<file path="src/rtl/posit_construction_if.sv">
// posit_construction_if: handshake bundle for the posit construction block.
// Input side : in_valid/in_ready with Sign, RegimeValue (k), Exponent,
//              Mantissa (hidden bit + fraction), IsZero, IsNaR.
// Output side: out_valid/out_ready with the encoded Posit word.
// Modports   : slave  - the encoder (consumes fields, produces Posit)
//              master - the environment driving fields and taking Posit
interface posit_construction_if #(
  parameter int N  = 8,
  parameter int ES = 3,
  parameter int RS = $clog2(N)
);
  logic                 in_valid;
  logic                 in_ready;
  logic                 Sign;
  logic signed [RS+1:0] RegimeValue;
  logic [ES-1:0]        Exponent;
  logic [N-ES+2:0]      Mantissa;
  logic                 IsZero;
  logic                 IsNaR;
  logic                 out_valid;
  logic                 out_ready;
  logic [N-1:0]         Posit;

  modport slave (
    input  in_valid, Sign, RegimeValue, Exponent, Mantissa, IsZero, IsNaR,
    input  out_ready,
    output in_ready, out_valid, Posit
  );

  modport master (
    output in_valid, Sign, RegimeValue, Exponent, Mantissa, IsZero, IsNaR,
    output out_ready,
    input  in_ready, out_valid, Posit
  );
endinterface

</file>
<file path="src/rtl/posit_construction.sv">
// posit_construction: two-stage elastic pipeline that packs sign, regime k,
// exponent and fraction into an N-bit posit with round-to-nearest-even and
// saturation to minpos/maxpos. NaR and zero are encoded directly.
// Ports:
//   clk   - rising-edge clock
//   reset - synchronous active-high reset (empties both stages)
//   bus   - posit_construction_if.slave: input fields + valid/ready,
//           Posit + valid/ready on the output side
module posit_construction #(
  parameter int N  = 8,
  parameter int ES = 3,
  parameter int RS = $clog2(N)
) (
  input  logic                   clk,
  input  logic                   reset,
  posit_construction_if.slave    bus
);
  // Magnitude string: longest in-range regime (N-1 bits) + exponent + fraction.
  localparam int W  = 2*N + 1;
  localparam int FW = N - ES + 2;
  localparam logic signed [RS+1:0] K_HI = (RS+2)'(N-2);
  localparam logic signed [RS+1:0] K_LO = (RS+2)'(-(N-1));

  // Regime run/terminator followed by {exponent, fraction}. Only meaningful
  // for K_LO < k < K_HI; outside that range saturation overrides the result.
  function automatic logic [W-1:0] build_str(input logic signed [RS+1:0] k,
                                             input logic [ES-1:0] e,
                                             input logic [FW-1:0] f);
    logic [RS+1:0] kk;
    logic [RS+1:0] sh;
    logic [N-2:0]  pre;
    logic [N+1:0]  rem;
    rem = {e, f};
    if (!k[RS+1]) begin
      kk  = k;
      pre = ~({(N-1){1'b1}} >> (kk + (RS+2)'(1)));
      sh  = (RS+2)'(N-3) - kk;
    end else begin
      kk  = -k;
      pre = {1'b1, {(N-2){1'b0}}} >> kk;
      sh  = (RS+2)'(N-2) - kk;
    end
    return {pre, {(N+2){1'b0}}} | ({{(N-1){1'b0}}, rem} << sh);
  endfunction

  function automatic logic [N-2:0] round_sat(input logic [W-1:0] s,
                                             input logic hi,
                                             input logic lo);
    logic [N-2:0] mag;
    logic         g;
    logic         st;
    logic [N-1:0] sum;
    mag = s[W-1 -: N-1];
    g   = s[W-N];
    st  = |s[W-N-1:0];
    sum = {1'b0, mag} + {{(N-1){1'b0}}, g & (st | mag[0])};
    if (hi || sum[N-1]) return {(N-1){1'b1}};
    if (lo || sum == '0) return (N-1)'(1);
    return sum[N-2:0];
  endfunction

  function automatic logic [N-1:0] encode(input logic sgn, input logic zero,
                                          input logic nar, input logic [N-2:0] mag);
    if (nar)  return {1'b1, {(N-1){1'b0}}};
    if (zero) return '0;
    if (sgn)  return -{1'b0, mag};
    return {1'b0, mag};
  endfunction

  logic vld_p1_q, vld_p1_d;
  logic vld_p2_q, vld_p2_d;
  logic [W-1:0] str_p1_q;
  logic sign_p1_q, zero_p1_q, nar_p1_q, hi_p1_q, lo_p1_q;
  logic [N-1:0] posit_p2_q;
  logic adv_p2, in_fire;
  logic unused_hidden;

  assign unused_hidden = bus.Mantissa[N-ES+2];

  assign adv_p2       = !vld_p2_q || bus.out_ready;
  assign bus.in_ready = !reset && (!vld_p1_q || adv_p2);
  assign in_fire      = bus.in_valid && bus.in_ready;
  assign bus.out_valid = vld_p2_q && !reset;
  assign bus.Posit     = reset ? '0 : posit_p2_q;

  always_comb begin
    vld_p1_d = vld_p1_q;
    vld_p2_d = vld_p2_q;
    if (adv_p2)       vld_p2_d = vld_p1_q;
    if (bus.in_ready) vld_p1_d = bus.in_valid;
  end

  always_ff @(posedge clk) begin
    if (reset) begin
      vld_p1_q <= 1'b0;
      vld_p2_q <= 1'b0;
    end else begin
      vld_p1_q <= vld_p1_d;
      vld_p2_q <= vld_p2_d;
    end
  end

  // ---- stage 1: capture fields, form unrounded magnitude string ----
  always_ff @(posedge clk) begin
    if (in_fire) begin
      str_p1_q  <= build_str(bus.RegimeValue, bus.Exponent, bus.Mantissa[FW-1:0]);
      sign_p1_q <= bus.Sign;
      zero_p1_q <= bus.IsZero;
      nar_p1_q  <= bus.IsNaR;
      hi_p1_q   <= bus.RegimeValue >= K_HI;
      lo_p1_q   <= bus.RegimeValue <= K_LO;
    end
  end

  // ---- stage 2: round, saturate, apply sign ----
  always_ff @(posedge clk) begin
    if (vld_p1_q && adv_p2) begin
      posit_p2_q <= encode(sign_p1_q, zero_p1_q, nar_p1_q,
                           round_sat(str_p1_q, hi_p1_q, lo_p1_q));
    end
  end
endmodule

</file>
<file path="src/flat_wrapper.sv">
// flat-port wrapper written by rule: the top's interface ports become plain ports
module posit_construction_flat 
#(
  parameter int N  = 8,
  parameter int ES = 3,
  parameter int RS = $clog2(N)
)
  (clk, reset, bus_in_valid, bus_Sign, bus_RegimeValue, bus_Exponent, bus_Mantissa, bus_IsZero, bus_IsNaR, bus_out_ready, bus_in_ready, bus_out_valid, bus_Posit);
  posit_construction_if #(.N(N), .ES(ES), .RS(RS)) bus_i ();
  input  logic clk;
  input  logic reset;
  input wire logic [$bits(bus_i.in_valid)-1:0] bus_in_valid;
  input wire logic [$bits(bus_i.Sign)-1:0] bus_Sign;
  input wire logic [$bits(bus_i.RegimeValue)-1:0] bus_RegimeValue;
  input wire logic [$bits(bus_i.Exponent)-1:0] bus_Exponent;
  input wire logic [$bits(bus_i.Mantissa)-1:0] bus_Mantissa;
  input wire logic [$bits(bus_i.IsZero)-1:0] bus_IsZero;
  input wire logic [$bits(bus_i.IsNaR)-1:0] bus_IsNaR;
  input wire logic [$bits(bus_i.out_ready)-1:0] bus_out_ready;
  output wire logic [$bits(bus_i.in_ready)-1:0] bus_in_ready;
  output wire logic [$bits(bus_i.out_valid)-1:0] bus_out_valid;
  output wire logic [$bits(bus_i.Posit)-1:0] bus_Posit;
  assign bus_i.in_valid = bus_in_valid;
  assign bus_i.Sign = bus_Sign;
  assign bus_i.RegimeValue = bus_RegimeValue;
  assign bus_i.Exponent = bus_Exponent;
  assign bus_i.Mantissa = bus_Mantissa;
  assign bus_i.IsZero = bus_IsZero;
  assign bus_i.IsNaR = bus_IsNaR;
  assign bus_i.out_ready = bus_out_ready;
  assign bus_in_ready = bus_i.in_ready;
  assign bus_out_valid = bus_i.out_valid;
  assign bus_Posit = bus_i.Posit;
  posit_construction #(.N(N), .ES(ES), .RS(RS)) u_core (.clk(clk), .reset(reset), .bus(bus_i));
endmodule
</file>
<file path="config.mk">
export PLATFORM = sky130hd
export DESIGN_NAME = posit_construction_flat
export DESIGN_NICKNAME = d
export VERILOG_FILES = /design/src/rtl/posit_construction_if.sv /design/src/rtl/posit_construction.sv /design/src/flat_wrapper.sv
export SDC_FILE = /design/constraint.sdc
export NUM_CORES = 1
export LEC_CHECK = 0
export ABC_AREA = 1
export ABC_CLOCK_PERIOD_IN_PS = 2870
export CAP_MARGIN = 40
export CORE_ASPECT_RATIO = 0.75
export CORE_MARGIN = 4
export CORE_UTILIZATION = 23
export CTS_CLUSTER_SIZE = 16
export DETAILED_ROUTE_END_ITERATION = 8
export GPL_TIMING_DRIVEN = 0
export SLEW_MARGIN = 20
export SYNTH_ARGS = -nofsm -noshare
export SYNTH_HDL_FRONTEND = slang
export SYNTH_SLANG_ARGS = --single-unit
</file>
<file path="constraint.sdc">
create_clock -name clk -period 2.87 [get_ports clk]
set_clock_uncertainty 0.15 [all_clocks]
set_input_delay 0.287 -clock clk [delete_from_list [all_inputs] [get_ports clk]]
set_output_delay 0.287 -clock clk [all_outputs]
set_load 0.1 [all_outputs]
</file>
### Word level (Yosys, flattened, before mapping)

Index checks and enable logic that the tools add are counted.

* input bits: 23
* bits in registers: 32

* shifts and indexed selects: 3
* add/subtract/negate cells: 6
* $lt $le $gt $ge: 2
* multiplexer cells: 30
* bitwise gates (word level): 4
* reductions and logical operators: 13

Operators with widths (number)
* 8-bit 2-to-1 mux: 7
* 7-bit 2-to-1 mux: 7
* 17-bit OR: 1
* 10-bit by 5-bit left shift with 17-bit output: 1
* 1-bit 2-to-1 mux: 14
* 7-bit by 5-bit >> shifter with 7-bit output (first input constant): 2
* 5-bit 2-to-1 mux: 2
* 3-bit by 5-bit subtractor with 5-bit output (first input constant): 2
* 9-bit OR reduction: 1
* 7-bit by 1-bit adder with 8-bit output: 1
* 8-bit zero test: 1
* 7-bit negation with 8-bit output: 1
* 7-bit inverter: 1
* 5-bit by 1-bit adder with 5-bit output (second input constant): 1
* 5-bit by 4-bit >= comparator with 1-bit output (second input constant): 1
* 5-bit by 4-bit <= comparator with 1-bit output (second input constant): 1
* 5-bit negation: 1
* 1-bit logical AND: 4
* 1-bit logical OR: 4
* 1-bit zero test: 3
* 1-bit bitwise AND: 1
* 1-bit OR: 1

### Depth between registers and ports, before layout

Gate-level depths: netlist (run 1).

* depth in word-level cells: 17
* gate-level depth with buffers: 20
* depth with buffers taken out: 20

### Worst setup path before layout (run 1)

No wires, ideal clock.

* kind: register to register
* start: register u_core.str_p1_q[10]
* end: register u_core.posit_p2_q[6], data pin
* path slack: 480 ps
* setup time: 255 ps
* stages on the path, launching flop included: 21
* period minus slack after synthesis: 2390 ps
* arrival time: 1985 ps
* path through: edfxtp_1 -> nand2_1 -> inv_1 -> ha_1 -> inv_1 -> nand2_1 -> nand2_1 -> nand2_1 -> nor2_1 -> nand3_1 -> nor2_1 -> nand2_2 -> nand4_1 -> inv_1 -> ha_1 -> nand2_1 -> nor2_1 -> nand2_1 -> nand3_1 -> nand2_1 -> nor2_1

* longest elaborated chain between the ends: 16

Ends and longest elaborated chain
* from (decl): line posit_construction.sv:72 `logic [W-1:0] str_p1_q;`
* from (signal assigned): line posit_construction.sv:106 `str_p1_q <= build_str(bus.RegimeValue, bus.Exponent, bus.Mantissa[FW-1:0]);`
* 1-bit OR: line posit_construction.sv:56 `sum = {1'b0, mag} + {{(N-1){1'b0}}, g & (st | mag[0])};`
* 1-bit bitwise AND: line posit_construction.sv:56
* 7-bit by 1-bit adder with 8-bit output (*): line posit_construction.sv:56
* 8-bit zero test: line posit_construction.sv:58 `if (lo || sum == '0) return (N-1)'(1);`
* 1-bit logical OR: line posit_construction.sv:58
* 1-bit 2-to-1 mux (2 in series): line posit_construction.sv:58
* 1-bit 2-to-1 mux: line posit_construction.sv:117 `if (vld_p1_q && adv_p2) begin`
* 7-bit 2-to-1 mux: line posit_construction.sv:59 `return sum[N-2:0];`
* 7-bit 2-to-1 mux (*): line posit_construction.sv:58
* 7-bit 2-to-1 mux (*): line posit_construction.sv:117
* 7-bit negation with 8-bit output: line posit_construction.sv:66 `if (sgn) return -{1'b0, mag};`
* 8-bit 2-to-1 mux: line posit_construction.sv:66
* 8-bit 2-to-1 mux (*): line posit_construction.sv:67 `return {1'b0, mag};`
* 8-bit 2-to-1 mux (*): line posit_construction.sv:66
* 8-bit 2-to-1 mux (*): line posit_construction.sv:65 `if (zero) return '0;`
* to (signal assigned): line posit_construction.sv:118 `posit_p2_q <= encode(sign_p1_q, zero_p1_q, nar_p1_q,`
* to (decl): line posit_construction.sv:74 `logic [N-1:0] posit_p2_q;`

Mark *: on every way between the ends. The rest lies on a longest branch, timed or not. The select of a mux whose other input is x is not followed.
A chain may end at the register's enable or synchronous reset.

### Worst setup path in the final report (run 1)

* start: input bus_RegimeValue[0]
* end: register u_core.str_p1_q[16], data pin

* longest elaborated chain between the ends: 6

Ends and longest elaborated chain
* from (decl): line flat_wrapper.sv:14 `input wire logic [$bits(bus_i.RegimeValue)-1:0] bus_RegimeValue;`
* 5-bit negation or 5-bit by 1-bit adder with 5-bit output (tied branches): line posit_construction.sv:39, posit_construction.sv:36
* 3-bit by 5-bit subtractor with 5-bit output or 7-bit by 5-bit >> shifter with 7-bit output (tied branches): line posit_construction.sv:41, posit_construction.sv:36
* 5-bit 2-to-1 mux or 7-bit inverter (tied branches): line posit_construction.sv:34, posit_construction.sv:36
* 5-bit 2-to-1 mux or 7-bit 2-to-1 mux (tied branches): line posit_construction.sv:105, posit_construction.sv:34
* 10-bit by 5-bit left shift with 17-bit output or 7-bit 2-to-1 mux (tied branches): line posit_construction.sv:43, posit_construction.sv:105
* 17-bit OR (*): line posit_construction.sv:43 `return {pre, {(N+2){1'b0}}} | ({{(N-1){1'b0}}, rem} << sh);`

Marked as above.

==> impl_metrics.py, run 1 <==
metrics = {
    "clock_network": {
        "htreeDepth": 2,
        "holdBufCountCts": 0,
        "cts_buffer_depth": 2,
        "cts_resized": 0,
        "postCtsSetupRepairBufs": 0,
        "cts-buffers-inserted": 5,
        "clk_latency_ns": 0.27,
        "clkTransAtPathRegs_ns": 0.05,
        "cts_tree": "built",
        "cts.sinks": 32,
        "cts-root-buf": "clkbuf_16",
    },
    "critical_path": {
        "cp-start-kind": "input port",
        "worstSetupPathType": "input port to flop",
        "r2r_cells": 20,
        "timing.rr.end": "u_core.posit_p2_q[6]",
        "cp.required_ns": 2.73,
        "endpoint_kind": "flop",
        "worstPathArrival_ns": 2.51,
        "crit_path_start": "bus_RegimeValue[0]",
        "rr_startpoint": "u_core.str_p1_q[10]",
        "critical_path.max_fanout": 8,
        "r2r_slack_ns": 0.24,
    },
    "final_layout": {
        "area_growth_pct": 30.65,
        "stdcell_count": 562,
        "finish.utilization": 0.3148,
        "num_antenna_cells": 0,
        "regArea_um2": 940.9,
        "multi_input_area_um2": 1441,
        "nets": 453,
        "nFillCells": 1157,
        "drive_gt1_frac": 0.1469,
    },
    "timing": {
        "final.min_clock_period_ns": 2.652,
        "max_freq_mhz": 377.1,
        "relSlewSlack": 0.5217,
        "worstMarginPinSlew_ns": 0.7174,
        "rsz0062_at_grt": "true",
        "final-hold-violation-count": 0,
        "setup_viol": 0,
        "fin_crit_sh": 0.9239,
        "slew_viol_final": 0,
    },
    "power_and_ir_drop": {
        "totalPowerFinal_mw": 1.580,
        "p_leak_nw": 1.547,
        "power.density_cell_area_nw_per_um2": 450.1,
        "ir_drop_mv": 0.2796,
    },
    "synth": {
        "syn_inst": 372,
        "yosysWarnings": 0,
        "yosys_register_bits": 32,
        "synth_top_area_cell": "edfxtp_1",
        "synth_flop_cell": "edfxtp_1",
        "synth_nets": 404,
        "seq_area_frac_synth": 0.3503,
        "syn_area_um2": 2686,
        "async_flop_share": 0,
        "synth_edf_count": 30,
        "yosys-top-cells-area": "edfxtp_1, nand2_1, inv_1",
        "ys_types": 44,
        "synthTopCellsByCount": "nand2_1, inv_1, nor2_1, edfxtp_1, nand3_1",
        "synthMostInstantiatedCell": "nand2_1",
        "synth_top_area_share": 0.3354,
        "syn_avg_cell_area_um2": 7.221,
    },
    "route": {
        "via_per_inst": 4.322,
        "drt_iter0_markers": 129,
        "drt-total-wl_um": 5699,
        "wl_per_cell_um": 10.14,
        "postRouteAntennaNets": 0,
        "first_pass_iters": 5,
        "drc": 0,
        "num_vias": 2429,
    },
    "placed_design": {
        "port_buffers": 31,
        "place_congestion": 0.8143,
        "dp_hpwl_um": 4672,
        "numPlacedInstances": 554,
    },
    "global_routing": {
        "grt_util_met2": 0.1369,
        "grt_max_degree": 17,
        "grt_pass1_vias": 2222,
        "grt_usage": 0.08721,
        "met3_usage": 0.02284,
        "grt_util_met1": 0.1204,
        "grt_first_pass_wirelength_um": 9860,
        "antenna_found_initial": 0,
        "globalRoute.totalOverflow": 0,
        "top_usage_layer": "met2",
    },
    "floorplanning": {
        "die_x_um": 132.8,
        "core-area_um2": 11150,
        "dieArea_um2": 13490,
        "io_pins": 33,
        "rows": 33,
        "start_util": 0.2410,
        "die_y_um": 101.6,
    },
    "min_path": {
        "whs_endpoint": "u_core.vld_p2_q",
        "hold_start": "u_core.vld_p1_q",
        "hold_class": "flop to flop",
        "hold_path_depth": 2,
    },
    "run_status": {
        "outcome": "finished clean",
    },
    "run": {
        "cap_violations": 0,
    },
}
==> flip-flops by register name, summed over array words and instances (netlist names) <==
register	cells
u_core.hi_p1_q	1
u_core.lo_p1_q	1
u_core.nar_p1_q	1
u_core.posit_p2_q	8
u_core.sign_p1_q	1
u_core.str_p1_q	17
u_core.vld_p1_q	1
u_core.vld_p2_q	1
u_core.zero_p1_q	1
==> cell usage in the layout, fill, tap and decap left out, drive strengths merged, types with 3 or more instances in the layout <==
| cell | synthesis | routed |
|---|---|---|
| buf | 4 | 15 |
| nand3 | 27 | 27 |
| nor2 | 58 | 58 |
| edfxtp | 30 | 30 |
| ha | 9 | 9 |
| o211ai | 6 | 6 |
| xor2 | 6 | 6 |
| clkbuf | 4 | 9 |
| clkdlybuf4s50 | 0 | 30 |
| nor3 | 7 | 7 |
| nand2 | 91 | 91 |
| a21oi | 11 | 11 |
| o22ai | 3 | 3 |
| inv | 66 | 66 |
| o21ai | 30 | 30 |
==> where the power goes <==
| group | leakage (nW) | switching (mW) | total, mW | internal, mW |
|---|---|---|---|---|
| logic | 1.17 | 0.278 | 0.439 | 0.161 |
| clock network | 0.0798 | 0.176 | 0.583 | 0.406 |
| registers | 0.299 | 0.0125 | 0.557 | 0.545 |
==> critical path, cell delays in order <==
cell and delay (ns):
clkdlybuf4s50_1 0.64, inv_2 0.15, ha_1 0.36, nand2_1 0.10, nor2_1 0.16, xor2_1 0.21, nand2_2 0.09, o21ai_4 0.13
nor3_1 0.08, nor3_1 0.17, o211ai_1 0.12
==> layer usage <==
metal  vias up  part of all wire
li1       1300                 -
met1      1054              0.52
met2        67              0.41
met3         8             0.058
met4         0            0.0098
met5         -                 0
==> through the flow <==
| stage | setup WS, ns | instance area (µm²) | setup TNS [ns] | hold WS (ns) |
|---|---|---|---|---|
| detailed placement | -0.1186 | 3336 | -0.9944 | 0.3292 |
| finish | 0.2183 | 3510 | 0 | 0.3330 |
| CTS | 0.1622 | 3503 | 0 | 0.3359 |
| global route | -0.05350 | 3510 | -0.05350 | 0.3708 |
| global placement | -0.1050 | 3172 | -0.8661 | 0.3139 |
| floorplan | 0.4804 | 2686 | 0 | 0.2061 |
==> cells by family after synthesis <==
group                      Yosys count  share of synthesized area
AOI/OAI and AO/OA                   59                     0.1374
adders and majority gates            9                    0.04192
muxes                                1                   0.003726
DFF                                 32                     0.3503
xor gates and xnor gates             7                    0.03261
and+or+nand+nor                    189                     0.3190
buffers and inverters               75                     0.1150
==> final cells by class <==
class	instances	share of cell area
clock buffer	5	0.03565
clock inverter	3	0.01212
tap	140	0.04991
inverter	67	0.07273
multi-input combinational	265	0.4107
buffer	8	0.01569
sequential	32	0.2681
timing repair buffer	42	0.1351
==> how the worst max path moves through the flow <==
stage                                       to  slack, ns  cells after the start
final                      u_core.str_p1_q[16]       0.22                     11
after global routing      u_core.posit_p2_q[6]      -0.05                     20
after CTS                  u_core.str_p1_q[16]       0.16                     10
after detailed placement   u_core.str_p1_q[16]      -0.12                     10
after global placement      u_core.str_p1_q[9]      -0.10                     12
after floorplan           u_core.posit_p2_q[6]       0.48                     20
No activity file was read; power rests on OpenSTA's default activity.
==> run 2: changes to the inputs <==
CAP_MARGIN = 20   (was 40)
==> run 2 against run 1 <==
Against the previous run: final cell count shrank 1.6%; via count is 2.5% lower; worst setup slack worse by 0.044 ns; critical path depth is 7 lower; sequential power about the same; combinational power is 4% lower; utilization decreased by 1.3 points; count of clock-buffer cells in the layout unchanged; cell area is 4.0% lower; first-iteration DRC count decreased by 15%; largest cell class unchanged; largest power group unchanged.
==> impl_metrics.py, run 2 (synthesis gave the netlist of run 1 again) <==
metrics = {
    "route": {
        "first_pass_iters": 5,
        "wl_per_cell_um": 10.31,
        "num_vias": 2368,
        "drt-total-wl_um": 5699,
        "postRouteAntennaNets": 0,
        "drt_iter0_markers": 110,
        "drc": 0,
        "via_per_inst": 4.282,
    },
    "floorplanning": {
        "start_util": 0.2410,
        "die_y_um": 101.6,
        "core-area_um2": 11150,
        "dieArea_um2": 13490,
        "rows": 33,
        "io_pins": 33,
        "die_x_um": 132.8,
    },
    "placed_design": {
        "port_buffers": 31,
        "place_congestion": 0.8143,
        "numPlacedInstances": 544,
        "pre_cts_ws_ns": -0.1453,
        "place_area_um2": 3186,
        "dp_hpwl_um": 4653,
    },
    "global_routing": {
        "grt_max_degree": 17,
        "grt_pass1_vias": 2235,
        "grt_usage": 0.08863,
        "grt_first_pass_wirelength_um": 10080,
        "globalRoute.totalOverflow": 0,
        "antenna_found_initial": 0,
    },
    "clock_network": {
        "clk_latency_ns": 0.27,
        "cts.sinks": 32,
        "cts_buffer_depth": 2,
        "htreeDepth": 2,
        "cts_tree": "built",
        "cts-buffers-inserted": 5,
        "cts-root-buf": "clkbuf_16",
        "clkTransAtPathRegs_ns": 0.05,
    },
    "critical_path": {
        "critical_path.max_fanout": 10,
        "worstPathArrival_ns": 2.26,
        "r2r_slack_ns": 0.29,
        "cp-start-kind": "input port",
        "cp.required_ns": 2.43,
        "r2r_cells": 20,
        "timing.rr.end": "u_core.posit_p2_q[6]",
        "rr_startpoint": "u_core.str_p1_q[10]",
        "crit_end": "bus_Posit[1]",
        "worstSetupPathType": "input port to output pin",
        "crit_path_start": "reset",
        "endpoint_kind": "output pin",
    },
    "run_status": {
        "outcome": "finished clean",
    },
    "timing": {
        "whs_ns": 0.3301,
        "setup_slack_ns": 0.1740,
        "tns_ns": 0,
        "final-hold-violation-count": 0,
        "worstMarginPinSlew_ns": 0.9699,
        "max_freq_mhz": 370.9,
        "setup_viol": 0,
        "slew_viol_final": 0,
        "fin_crit_sh": 0.9394,
        "final.min_clock_period_ns": 2.696,
        "relSlewSlack": 0.3513,
    },
    "power_and_ir_drop": {
        "ir_drop_mv": 0.2204,
        "power.density_cell_area_nw_per_um2": 465.4,
        "totalPowerFinal_mw": 1.568,
        "p_leak_nw": 1.488,
    },
    "final_layout": {
        "stdcell_count": 553,
        "multi_input_area_um2": 1441,
        "largestRegisters": "u_core.str_p1_q (17), u_core.posit_p2_q (8)",
        "num_antenna_cells": 0,
        "nets": 444,
        "finish.utilization": 0.3022,
        "area_growth_pct": 25.43,
        "nFillCells": 1204,
        "design_area_um2": 3369,
        "layout_commonest_cell": "nand2_1",
        "regArea_um2": 940.9,
        "largest_reg_flops": 17,
        "largest-register": "u_core.str_p1_q",
        "drive_gt1_frac": 0.1283,
        "final_cell_mix": "nand2_1, inv_1, nor2_1",
    },
    "min_path": {
        "hold_class": "flop to flop",
        "hold_path_depth": 2,
    },
    "run": {
        "cap_violations": 0,
    },
}
[run 2: cell type report]
| cell class | count | share of cell area |
|---|---|---|
| Timing Repair Buffer | 33 | 0.09915 |
| Clock inverter | 3 | 0.01263 |
| Sequential cell | 32 | 0.2792 |
| Buffer | 8 | 0.01634 |
| Multi-Input combinational cell | 265 | 0.4278 |
| Clock buffer | 5 | 0.03713 |
| Inverter | 67 | 0.07575 |
| Tap cell | 140 | 0.05199 |
[run 2: worst min-delay path by stage]
stage	from	to	slack, ns
4_1_cts	u_core.vld_p1_q	u_core.vld_p2_q	0.34
3_5_place_dp	u_core.vld_p1_q	u_core.vld_p2_q	0.33
3_3_place_gp	u_core.vld_p1_q	u_core.vld_p2_q	0.31
2_1_floorplan	reset	u_core.vld_p2_q	0.21
6_report	u_core.vld_p1_q	u_core.vld_p2_q	0.33
5_1_grt	u_core.vld_p1_q	u_core.vld_p2_q	0.37
[run 2: critical path: stages]
cell and delay (ns):
clkdlybuf4s50_1 0.45, clkbuf_1 0.23, nor2_1 0.15, clkdlybuf4s50_1 1.14
[run 2: power breakdown]
part           internal (mW)  switching, mW  total, mW
Sequential             0.545         0.0122      0.557
Clock                  0.407          0.183      0.590
Combinational          0.146          0.275      0.421
[run 2: timing repair]
item,CTS,global route
gates resized for setup,0,5
hold endpoints to repair,0,0
endpoints found under the setup margin,0,11
hold buffers,0,0
setup buffers,0,1
[run 2: layer usage]
metal	up-vias	GRT usage	wire length, µm
met3	6	0.02135	336
met1	1017	0.1261	2999
met2	62	0.1361	2320
met5	-	0	0
met4	0	0.02157	43
li1	1283	-	-
==> run 3: changes to the inputs <==
CORE_MARGIN = default   (was 4)
REMOVE_ABC_BUFFERS = 1   (was default)
==> run 3 against run 2 <==
Against the previous run: count of clock-buffer cells in the layout is the same; register-to-register slack improved by 0.04 ns; non-clock buffer count down 7; first-iteration DRC count decreased by 7.3%; final cell count fell by 1.1%; via count decreased by 1.4%; critical path depth increased by 1; worst setup slack got worse by 0.011 ns; sequential power hardly changed; largest power group unchanged.
==> impl_metrics.py, run 3 (synthesis gave the netlist of run 1 again) <==
metrics = {
    "run_status": {
        "outcome": "finished clean",
    },
    "timing": {
        "final-hold-violation-count": 0,
        "max_freq_mhz": 369.5,
        "relSlewSlack": 0.3555,
        "worstMarginPinSlew_ns": 0.9638,
        "final.min_clock_period_ns": 2.707,
        "whs_ns": 0.3318,
        "slew_viol_final": 0,
        "setup_viol": 0,
        "fin_crit_sh": 0.9431,
        "rsz0062_at_grt": "false",
    },
    "final_layout": {
        "layout_commonest_cell": "nand2_1",
        "largestRegisters": "u_core.str_p1_q (17), u_core.posit_p2_q (8)",
        "area_growth_pct": 24.08,
        "largest_reg_flops": 17,
        "design_area_um2": 3333,
        "largest-register": "u_core.str_p1_q",
        "nets": 438,
        "drive_gt1_frac": 0.1253,
        "num_antenna_cells": 0,
        "stdcell_count": 547,
        "final_cell_mix": "nand2_1, inv_1, nor2_1",
    },
    "route": {
        "via_per_inst": 4.267,
        "wl_per_cell_um": 10.00,
        "first_pass_iters": 6,
        "drt_iter0_markers": 102,
        "drt-total-wl_um": 5470,
        "num_vias": 2334,
        "postRouteAntennaNets": 0,
        "drc": 0,
    },
    "critical_path": {
        "worstSetupPathType": "input port to output pin",
        "cp_slowest_cell": "clkdlybuf4s50_1",
        "crit_chain": "clkdlybuf4s50_1, inv_1, nand2_1, inv_1, clkdlybuf4s50_1",
        "worst_path_largest_cell_delay_ns": 1.12,
        "cp.required_ns": 2.43,
        "worstPathArrival_ns": 2.27,
        "cp-start-kind": "input port",
        "endpoint_kind": "output pin",
        "critical_path.max_fanout": 12,
    },
    "clock_network": {
        "cts_tree": "built",
        "cts-root-buf": "clkbuf_16",
        "clk_latency_ns": 0.27,
        "clkTransAtPathRegs_ns": 0.05,
        "cts.sinks": 32,
        "htreeDepth": 2,
        "cts_buffer_depth": 2,
        "holdBufCountCts": 0,
        "cts-buffers-inserted": 5,
    },
    "power_and_ir_drop": {
        "ir_drop_mv": 0.1977,
        "power.density_cell_area_nw_per_um2": 463.9,
        "p_leak_nw": 1.466,
    },
    "placed_design": {
        "place_congestion": 0.8507,
        "port_buffers": 31,
        "numPlacedInstances": 536,
        "dp_hpwl_um": 4431,
        "place_area_um2": 3132,
    },
    "run": {
        "cap_violations": 0,
    },
    "floorplanning": {
        "io_pins": 33,
        "start_util": 0.2410,
        "rows": 33,
        "die_y_um": 95.60,
        "dieArea_um2": 12120,
        "die_x_um": 126.8,
        "core-area_um2": 11150,
    },
    "global_routing": {
        "grt_first_pass_wirelength_um": 9646,
        "grt_max_degree": 22,
        "globalRoute.totalOverflow": 0,
        "antenna_found_initial": 0,
        "grt_pass1_vias": 2174,
        "grt_usage": 0.09774,
    },
    "min_path": {
        "hold_class": "flop to flop",
    },
}
[run 3: final timing paths]
kind / start / to / slack, ns / depth (start not counted)
setup / recovery: reset / bus_in_ready / 0.16 / 5
hold / removal: u_core.vld_p1_q / u_core.vld_p2_q / 0.33 / 2
setup reg to reg: u_core.str_p1_q[9] / u_core.posit_p2_q[6] / 0.33 / 20
hold reg to reg: u_core.vld_p1_q / u_core.vld_p2_q / 0.33 / 2
[run 3: final cells by class]
| class | instances | area [µm²] |
|---|---|---|
| clock buffer | 5 | 125.1 |
| tap | 140 | 175.2 |
| inverter | 67 | 259.0 |
| sequential | 32 | 940.9 |
| timing repair buffer | 34 | 344.1 |
| clock inverter | 3 | 42.54 |
| multi-input combinational | 265 | 1441 |
| fill | 1215 | 7815 |
| timing repair inverter | 1 | 5.005 |
[run 3: stage by stage]
stage               utilization  power (mW)  setup WS (ns)  setup TNS (ns)
floorplan                     -      0.8558         0.4832               0
global placement         0.2797      0.9625        -0.2189          -3.134
detailed placement       0.2809      0.9697        -0.2497          -1.739
CTS                      0.2960       1.555        0.03990               0
global route             0.2990       1.634        0.02435               0
finish                   0.2990       1.546         0.1634               0
[run 3: report_power, final]
part | leakage, nW | internal, mW | switching [mW] | total (mW)
combinational | 1.09 | 0.138 | 0.270 | 0.408
clock | 0.0798 | 0.406 | 0.174 | 0.580
sequential | 0.299 | 0.545 | 0.0130 | 0.558
[run 3: per-layer routing]
layer	global-route usage	up-vias	part of all wire
met5	0	-	0
met4	0.02183	0	0.0075
met3	0.02020	6	0.043
met2	0.1634	44	0.41
met1	0.1303	1015	0.54
li1	-	1269	-
[run 3: repair_timing]
item	in CTS	in global routing
setup endpoints to repair	0	13
buffers inserted	0	2
hold endpoints to repair	0	0
resized for setup	0	5
[run 3: critical path: cells and delay by family]
family	cells	cell delay (ns)
buf+inv	4	1.90
simple gates	1	0.08
